`src/rtl/mux_scan.sv`:
```
// mux_scan: registered N-channel, W-bit multiplexer with a direct-select mode
// and an auto-scan mode that walks every channel with a programmable dwell.
module mux_scan #(
  parameter  int N_CH  = 4,
  parameter  int W     = 1,
  parameter  int DWELL = 1,
  localparam int SELW  = $clog2(N_CH)
) (
  input  logic              clk,
  input  logic              rst_n,
  input  logic [N_CH*W-1:0] in,
  input  logic              en,
  input  logic              mode,
  input  logic [SELW-1:0]   sel,
  output logic [W-1:0]      out,
  output logic [SELW-1:0]   out_ch,
  output logic              out_valid,
  output logic              wrap
);

  typedef enum logic [1:0] {IDLE, DIRECT, SCAN} state_t;

  localparam logic [SELW-1:0] LAST_CH    = SELW'(N_CH - 1);
  localparam logic [7:0]      LAST_DWELL = 8'(DWELL - 1);

  state_t          state_q;
  state_t          state_d;
  logic [SELW-1:0] ch_cnt;
  logic [SELW-1:0] ch_d;
  logic [7:0]      dwell;
  logic [7:0]      dwell_d;
  logic [W-1:0]    out_d;
  logic [SELW-1:0] out_ch_d;
  logic            valid_d;
  logic            wrap_d;
  logic            entering;
  logic [SELW-1:0] eff_ch;
  logic [7:0]      eff_dwell;
  logic [SELW-1:0] pick;
  logic [W-1:0]    pick_data;
  logic            pick_hit;

  // Next state follows en/mode directly; entering SCAN restarts both counters
  // so the very first sample of a scan is channel 0.
  always_comb begin
    state_d = IDLE;
    if (en) begin
      state_d = mode ? SCAN : DIRECT;
    end
    entering  = (state_d == SCAN) && (state_q != SCAN);
    eff_ch    = entering ? '0 : ch_cnt;
    eff_dwell = entering ? '0 : dwell;
  end

  // Channel picker; pick_hit stays low for select values beyond the last channel.
  always_comb begin
    pick      = (state_d == SCAN) ? eff_ch : sel;
    pick_data = '0;
    pick_hit  = 1'b0;
    for (int k = 0; k < N_CH; k++) begin
      if (SELW'(k) == pick) begin
        pick_data = in[k*W +: W];
        pick_hit  = 1'b1;
      end
    end
  end

  // Output and counter updates follow the rule of the state being entered.
  always_comb begin
    out_d    = out;
    out_ch_d = out_ch;
    valid_d  = 1'b0;
    wrap_d   = 1'b0;
    ch_d     = ch_cnt;
    dwell_d  = dwell;
    case (state_d)
      DIRECT: begin
        out_d    = pick_hit ? pick_data : '0;
        out_ch_d = sel;
        valid_d  = pick_hit;
      end
      SCAN: begin
        out_d    = pick_data;
        out_ch_d = eff_ch;
        valid_d  = 1'b1;
        wrap_d   = !entering && (eff_ch == '0) && (eff_dwell == '0);
        if (eff_dwell == LAST_DWELL) begin
          dwell_d = '0;
          ch_d    = (eff_ch == LAST_CH) ? '0 : eff_ch + SELW'(1);
        end else begin
          dwell_d = eff_dwell + 8'd1;
          ch_d    = eff_ch;
        end
      end
      default: begin
        out_d = out;
      end
    endcase
  end

  // State, counters and registered outputs; reset clears everything immediately.
  always_ff @(posedge clk or negedge rst_n) begin
    if (!rst_n) begin
      state_q   <= IDLE;
      ch_cnt    <= '0;
      dwell     <= '0;
      out       <= '0;
      out_ch    <= '0;
      out_valid <= 1'b0;
      wrap      <= 1'b0;
    end else begin
      state_q   <= state_d;
      ch_cnt    <= ch_d;
      dwell     <= dwell_d;
      out       <= out_d;
      out_ch    <= out_ch_d;
      out_valid <= valid_d;
      wrap      <= wrap_d;
    end
  end

endmodule

```
`config.mk`:
```
export PLATFORM = sky130hd
export DESIGN_NAME = mux_scan
export DESIGN_NICKNAME = d
export VERILOG_FILES = /design/src/rtl/mux_scan.sv
export SDC_FILE = /design/constraint.sdc
export NUM_CORES = 1
export LEC_CHECK = 0
export ABC_AREA = 1
export ABC_CLOCK_PERIOD_IN_PS = 3950
export BUFFER_PORTS_ARGS = -buffer_cell sky130_fd_sc_hd__buf_2
export CAP_MARGIN = 25
export CORE_UTILIZATION = 49
export DETAILED_ROUTE_END_ITERATION = 16
export PLACE_DENSITY = 0.7
export SETUP_SLACK_MARGIN = 0.15
export SLEW_MARGIN = 20
export SYNTH_ARGS = -nofsm -noshare
export SYNTH_HDL_FRONTEND = slang
export SYNTH_SLANG_ARGS = --single-unit
```
`constraint.sdc`:
```
create_clock -name clk -period 3.95 [get_ports clk]
set_clock_uncertainty 0.1 [all_clocks]
set_input_delay 0.79 -clock clk [delete_from_list [all_inputs] [get_ports clk]]
set_output_delay 0.79 -clock clk [all_outputs]
set_load 0.05 [all_outputs]
```
After elaboration in Yosys (flattened, before gate mapping)
Index checks and enable logic that the tools add are counted. W data, S select, Z words.

Bits in registers: 17. Input bits: 10. Output and inout port bits: 5. Logic and storage cells: 45.

Add/sub/neg operators: 2. Equality and inequality tests: 7. Multiplexer cells: 21. Reductions and logical operators: 8.

Operators with widths (number): $mux W8 (2); $mux W2 (6); $mux W1 (10); $add A8 B1 Y8 const B (1); $logic_not A8 Y1 (1); $eq A2 B2 Y1 const A (2); $eq A2 B2 Y1 const B (2); $logic_not A2 Y1 (2); $pmux W1 S2 (2); $pmux W2 S2 (1); $logic_and A1 B1 Y1 (3); $add A2 B1 Y2 const B (1); $eq A1 B2 Y1 const A (1); $eq A2 B1 Y1 const B (1); $ne A2 B2 Y1 const B (1); $reduce_bool A2 Y1 (1); $logic_not A1 Y1 (1).

Depth between registers and ports, before layout
Gate-level depths: netlist of the first run.

Depth after elaboration: 13. Gate-level depth with buffers: 11. Depth with buffers taken out: 10.

Worst setup path before layout of the first run
Ideal clock, no wire load.

Path type: input to register. From: in en. To: reg dwell[4]. Library setup time: 117 ps. Arrival time: 1952 ps. Data required time: 3733 ps. Path slack: 1781 ps. Cell stages on the path: 11. Path buffers: 1. Cell sequence: nand2_2 > inv_4 > nand2_2 > buf_4 > nand2_1 > inv_1 > ha_1 > nand4_1 > or2_2 > nand3_1 > nand2_1.

Cells in the longest elaborated chain, start to end: 6. Elaborated cells between the ends (all ways): 7. Those cells by class: add/sub (1); eq/ne (1); mux (3); reduce/logical (2).

RTL lines: start, declared (RTL line 12) `input logic en,`; $mux W2 * (RTL line 47) `if (en) begin`; $eq A2 B2 Y1 * (RTL line 50, 76); $logic_and A1 B1 Y1 (RTL line 50) `entering = (state_d == SCAN) && (state_q != SCAN);`; $mux W8 (RTL line 52) `eff_dwell = entering ? '0 : dwell;`; $add A8 B1 Y8 / $logic_not A8 Y1 (equally long branches) (RTL line 91, 87); $mux W8 (RTL line 87) `if (eff_dwell == LAST_DWELL) begin`; end signal, assigned (RTL line 114) `dwell <= dwell_d;`; end, declared (RTL line 30) `logic [7:0] dwell;`.

Mark *: on every way between the ends. The rest lies on a longest branch, timed or not. A chain may end at the register's enable or synchronous reset.

Final worst setup path of the first run
Ends and elaborated chain as after synthesis.

==> out/results.tsv, run 1 <==
metric	value	unit
initial core utilization	51.80	%
count leader, synth	nand2_1	
via count	897	
total CTS buffers	3	
filler cell count	184	
leakage power	0.0006068	uW
Synth area leaders	dfrtp_1 (42%), nand2_1 (17%), nand3_1 (12%), inv_1 (4.5%), ha_1 (3.7%)	
FP Rows	16	
Layout area overhead	9.702	%
Root Buffer	clkbuf_4	
Slew Viols, Final	0	
ys flop type	dfrtp_1	
Total GRT Usage	18.95	%
Post-Synthesis Cell Area	0.001006	mm2
detail-routed net length per standard cell	11.32	um
Placed Cells incl. Taps	170	
Initial DRT Pass Iterations	4	
cts repair resizes	0	
area share of the largest cell type after synthesis	42.29	%
Synthesized Nets	147	
met2 GRT Util	26.03	%
synth cell count leaders	nand2_1 (46), nand3_1 (24), dfrtp_1 (17)	
Worst Setup End Kind	register	
Slew headroom	73.67	%
Slew @ Worst Pin	0.3936	ns
Avg Cell Area, Syn	7.507	um2
first-pass GRT wire length	2.904	mm
RSZ-0062 raised after global routing	false	
Final setup viols	0	
Nets	161	
GR Util met1	26.13	%
io pins	15	
grt peak-use layer	met1	
setup TNS	0	ns
worst skew pair latency	0.29	ns
number of synthesized flops with an enable pin	0	
Reg clk slew, reported paths	0.09	ns
die height	47.31	um
synthesized flop and latch total	17	
initial antenna violation count	0	
CP cell instances	buf_2 -> nand2_2 -> inv_4 -> nand2_2 -> nand2_1 -> inv_1 -> ha_1 -> nand4_1 -> or2_2 -> nand3_1 -> nand2_1	
Fmax	392.6	MHz
worst-path maximum fanout	20	
dpl hpwl	1.508	mm
Detail Route Antenna Nets	0	
final wirelength	1.969	mm
GP Congestion	0.9002	
Pwr per Cell Area	309.6	mW/mm2
TritonCTS clock tree	yes	
Synth cell types	22	
CTS max path bufs	2	
Critical-path top delay cell	nand2_2	
H-tree levels	1	
R2R depth	10	
ANT cells	0	
arrival time at the worst endpoint	2.63	ns
Layout Cells excl Fill	174	
grt met3 use	6.538	%
Register Area	425.4	um2
Yosys Warn Count	0	
number of port buffers	14	
CP startpoint kind	input port	
Max stage delay on crit path	0.33	ns
crit path time final	2.547	ns
async set-reset flop share out of synthesis	100.0	%
multi-input logic area	496.7	um2
pin count of the biggest net entering global routing	21	
Mapped Cells	134	
Post-CTS Hold Buffers	0	
via count of the first global-routing pass	713	
drt via density	5.155	
drt drc	0	
largest area contributor in the netlist	dfrtp_1	
Fin. Hold Viols	0	
share of cells above drive strength 1	19.05	%
status	complete, no violations	
DRT iter0 DRCs	27	
Setup Buffers After CTS	0	
area of the die	0.002238	mm2
Max-Cap Viols	0	
die width	47.31	um
Core ar.	0.001942	mm2
grt total ovfl	0	
Sink Count	17	
CP required	4.04	ns
crit share post-route	64.48	%
Setup CP Type	input port to register	
Max VDD drop	314.5	uV
Hold Path Class	input port to async pin	
register area share after synthesis	42.29	%
-- logic make-up (layout without fill, tap and decap cells) --
family	Yosys count	in the layout	share of synthesized area (%)
DFF	17	17	42.29
buffers and inverters	18	31	8.333
xor gates and xnor gates	1	1	0.8708
and+or+nand+nor	86	86	38.31
adders and majority gates	3	3	3.732
AOI/OAI and AO/OA	9	9	6.468
-- registers in the layout, indices dropped and copies added, names as in the netlist --
name and cells:
out 1, state_q 2, wrap 1, ch_cnt 2, dwell 8, out_ch 2, out_valid 1
-- routing by layer --
layer / part of all wire [%] / routed length [um]
met1: 46 / 914
met2: 48 / 940
met3: 4.2 / 83
met4: 1.6 / 31
met5: 0 / 0
-- path summary, 6_finish.rpt --
| check | start | to | slack [ns] |
|---|---|---|---|
| min in group clk | out | out | 0.39 |
| min | rst_n | out_ch[0] | 0.30 |
| max in group asynchronous | rst_n | dwell[7] | 3.18 |
| max | en | dwell[4] | 1.40 |
| max reg2reg | state_q[0] | dwell[4] | 1.93 |
| min reg2reg | out | out | 0.39 |
-- layout make-up --
cell class,count,share of cell area [%]
multi-input combinational,99,45.01
sequential,17,38.55
timing repair buffer,14,6.349
inverter,13,4.649
tap,27,3.061
clock buffer,4,2.381
-- worst max-delay path, delay by kind of cell --
| family | cells | cell delay, ns |
|---|---|---|
| fa+ha+maj | 1 | 0.23 |
| buf+inv | 3 | 0.36 |
| simple gates | 7 | 1.22 |
-- power breakdown --
| group | internal [uW] | switching [uW] |
|---|---|---|
| registers | 184 | 6.32 |
| logic | 18.0 | 44.5 |
| clock network | 39.3 | 49.5 |
-- cells in the final DEF (no fill, tap or decap), types with 2 or more instances in the layout --
cell	netlist	final
o21ai_2	2	2
nand3_1	24	24
nand4_1	2	2
dfrtp_1	17	17
o21ai_1	2	2
inv_1	12	12
buf_2	2	14
nand2_2	4	4
nor2_1	7	7
o21ai_0	3	3
nand2_1	46	46
ha_1	3	3
clkbuf_4	0	3
-- through the flow --
stage | util (%) | setup WS, ns | cell area, um2 | hold slack, ns | power (uW)
2_1_floorplan | - | 1.781 | 1006 | 0.3713 | 239.4
3_3_place_gp | 55.48 | 1.214 | 1077 | 0.3591 | 254.1
3_5_place_dp | 55.48 | 1.122 | 1077 | 0.3693 | 256.5
4_1_cts | 56.83 | 1.424 | 1104 | 0.3184 | 344.7
5_1_grt | 56.83 | 1.232 | 1104 | 0.3115 | 364.4
6_report | 56.83 | 1.403 | 1104 | 0.3020 | 341.7
Power figures use the tool's default switching activity.
==> run 2, diff against run 1 <==
ABC_AREA = 0   (was 1)
ABC_CLOCK_PERIOD_IN_PS = 2300   (was 3950)
PLACE_DENSITY = 0.73   (was 0.7)
clock period = 2.3 ns   (was 3.95 ns; I/O delays follow)
==> run 2 against run 1 <==
  * Global-route usage up 1.9 points
  * Clock power grew 76%
  * Routed wire length is 1.3% higher
  * First-iteration DRC count is 44% lower
  * Register-to-register slack worse by 1.5 ns
  * Power increased by 130%
  * Clock-buffer cell count decreased by 1
  * Core utilization up 4.1 points
  * Critical endpoint is now dwell[6]
==> out/results.tsv, run 2 <==
metric	value	unit	change
status	complete, no violations		
die height	47.17	um	-0.30%
Critical-path top delay cell	dfrtp_1		
DRT iter0 DRCs	15		-44%
Power Total	795.5	uW	+130%
Layout area overhead	10.89	%	
Net Sw Power	289.1	uW	+190%
critical path's top delay family	simple AND/OR/NAND/NOR gates		
cts repair resizes	0		unchanged
pin count of the biggest net entering global routing	18		-14%
Flop pwr share	50.0	%	-5.7 points
Worst Setup End Kind	register		
clock network fraction of total power	19.6	%	-6.4 points
arrival time at the worst endpoint	1.93	ns	-0.70 ns
Post-Synthesis Cell Area	999.7	um2	-0.62%
Setup Buffers After CTS	0		unchanged
Max stage delay on crit path	0.40	ns	+0.07 ns
switching fraction of total power	36.34	%	+7.0 points
Synth cell types	40		+82%
final wirelength	1.995	mm	+1.3%
Final setup viols	0		unchanged
Initial DRT Pass Iterations	4		unchanged
Yosys Warn Count	0		unchanged
H-tree levels	1		unchanged
io pins	15		unchanged
register area share after synthesis	42.55	%	+0.26 points
drt drc	0		unchanged
wl on met1	917	um	+0.33%
area of the die	0.002225	mm2	-0.59%
Int Pwr	506.4	uW	+110%
Mapped Cells	103		-23%
leading cell type in the layout, fill and taps excluded	dfrtp_1		
drt via density	5.681		+10%
setup TNS	0	ns	unchanged
dpl hpwl	1.453	mm	-3.6%
grt total ovfl	0		unchanged
GP Congestion	0.9189		+2.1%
Detail Route Antenna Nets	0		unchanged
Synthesized Nets	116		-21%
Max VDD drop	392.9	uV	+25%
number of synthesized flops with an enable pin	0		unchanged
Worst Path Buf+Inv	1		-2
Hold Path Class	input port to register		
initial core utilization	54.91	%	+3.1 points
Slew Viols, Final	0		unchanged
share of cells above drive strength 1	21.01	%	+2.0 points
most frequent CP cell	nand2_1		
Setup CP Type	register to register		
Pwr per Cell Area	717.6	mW/mm2	+130%
crit share post-route	79.98	%	
largest register by flop count	dwell		
Slew headroom	74.70	%	+1.0 points
via count	818		-8.8%
largest area contributor in the netlist	dfrtp_1		
Slew @ Worst Pin	0.3795	ns	-0.01411 ns
most frequent cells in the layout	dfrtp_1 (17), nand2_1 (14), buf_2 (14)		
count leader, synth	dfrtp_1		
Avg Cell Area, Syn	9.706	um2	+29%
CP required	2.39	ns	-1.65 ns
async set-reset flop share out of synthesis	100.0	%	unchanged
Core ar.	0.001821	mm2	-6.2%
Root Buffer	clkbuf_4		
Sink Count	17		unchanged
Fin. Hold Viols	0		unchanged
worst skew pair latency	0.29	ns	about the same
max reg flops	8		unchanged
number of port buffers	14		unchanged
worst-path maximum fanout	5		-75%
leakage power	0.0005247	uW	-14%
crit path time final	1.840	ns	
metal2 WL	955	um	+1.6%
via count of the first global-routing pass	739		+3.6%
CP startpoint kind	register		
synthesized flop and latch total	17		unchanged
TritonCTS clock tree	yes		
detail-routed net length per standard cell	13.85	um	+22%
die width	47.17	um	-0.30%
met3 routed WL	114	um	+37%
total CTS buffers	3		unchanged
Nets	133		-17%
Max-Cap Viols	0		unchanged
top sig layer	met4		
first-pass GRT wire length	3.194	mm	+10%
ANT cells	0		unchanged
synth cell count leaders	dfrtp_1 (17), nand2_1 (14), nor2_1 (10)		
combinational power share	30.4	%	+12 points
area share of the largest cell type after synthesis	42.55	%	+0.26 points
Reg clk slew, reported paths	0.10	ns	about the same
Synth area leaders	dfrtp_1 (43%), mux2i_1 (6.0%), nand2_1 (5.3%), ha_1 (3.8%), nor2_1 (3.8%)		
Total GRT Usage	20.89	%	+1.9 points
CTS max path bufs	2		unchanged
Fmax	543.6	MHz	
RSZ-0062 raised after global routing	false		
ys flop type	dfrtp_1		
initial antenna violation count	0		unchanged
CP cell instances	nand2b_1 -> nand2_1 -> nand2_1 -> inv_1 -> ha_1 -> nand3_1 -> nor2_1 -> mux2i_1 -> o21ai_1		
FP Rows	15		-1
## run 2: cell type report
cell class | count | area (um2)
fillers | 153 | 711.9
multi-input cells | 77 | 514.2
flip-flops and latches | 17 | 425.4
repair buffers | 17 | 95.09
well taps | 25 | 31.28
clock buffers | 3 | 22.52
inverters | 4 | 15.01
clock inverters | 1 | 5.005
## run 2: routing by layer
layer	vias up	track usage, %
met1	377	27.45
met5	-	0
li1	408	-
met2	31	33.61
met3	2	5.769
met4	0	6.286
## run 2: what timing repair did
action	4_1_cts	5_1_grt
hold buffers	1	0
hold endpoints to repair	17	0
setup endpoints to repair	0	0
## run 2: power by group through the flow
stage          clock network [uW]  logic [uW]  registers, uW
6_report                      156         242            398
5_1_grt                       176         277            407
4_1_cts                       164         241            398
3_5_place_dp                    0         239            404
3_3_place_gp                    0         236            404
2_1_floorplan                   0         182            405
## run 2: cells by family (layout without fill, tap and decap cells)
kind of cell	after synthesis	in the layout	synth area share, %
AO/OA/AOI/OAI	26	26	19.40
buffers and inverters	9	25	6.007
adder cells (fa/ha/maj)	3	3	3.755
multiplexers	8	8	8.260
flip-flops	17	17	42.55
AND/OR/NAND/NOR	40	40	20.03
## run 2: path summary, 6_finish.rpt
path | slack [ns] | cells past startpoint | end | from
worst max-delay path | 0.46 | 9 | dwell[6] | state_q[0]
worst min-delay path | 0.30 | 1 | out_valid | en
worst max register to register | 0.46 | 9 | dwell[6] | state_q[0]
worst min register to register | 0.38 | 1 | out_ch[0] | out_ch[0]
max in group asynchronous | 1.31 | 2 | out_valid | rst_n
min in group asynchronous | 0.52 | 2 | dwell[5] | rst_n
## run 2: per-stage QoR
stage / cell area [um2] / std cells / hold WS (ns) / util [%] / setup WS [ns]
floorplan: 999.7 / 103 / 0.06441 / - / 0.4157
global placement: 1071 / 139 / 0.3020 / 58.83 / 0.2647
detailed placement: 1071 / 139 / 0.3003 / 58.83 / 0.2222
CTS: 1109 / 144 / 0.2803 / 60.89 / 0.4507
global route: 1109 / 144 / 0.2802 / 60.89 / 0.2801
finish: 1109 / 144 / 0.2963 / 60.89 / 0.4604
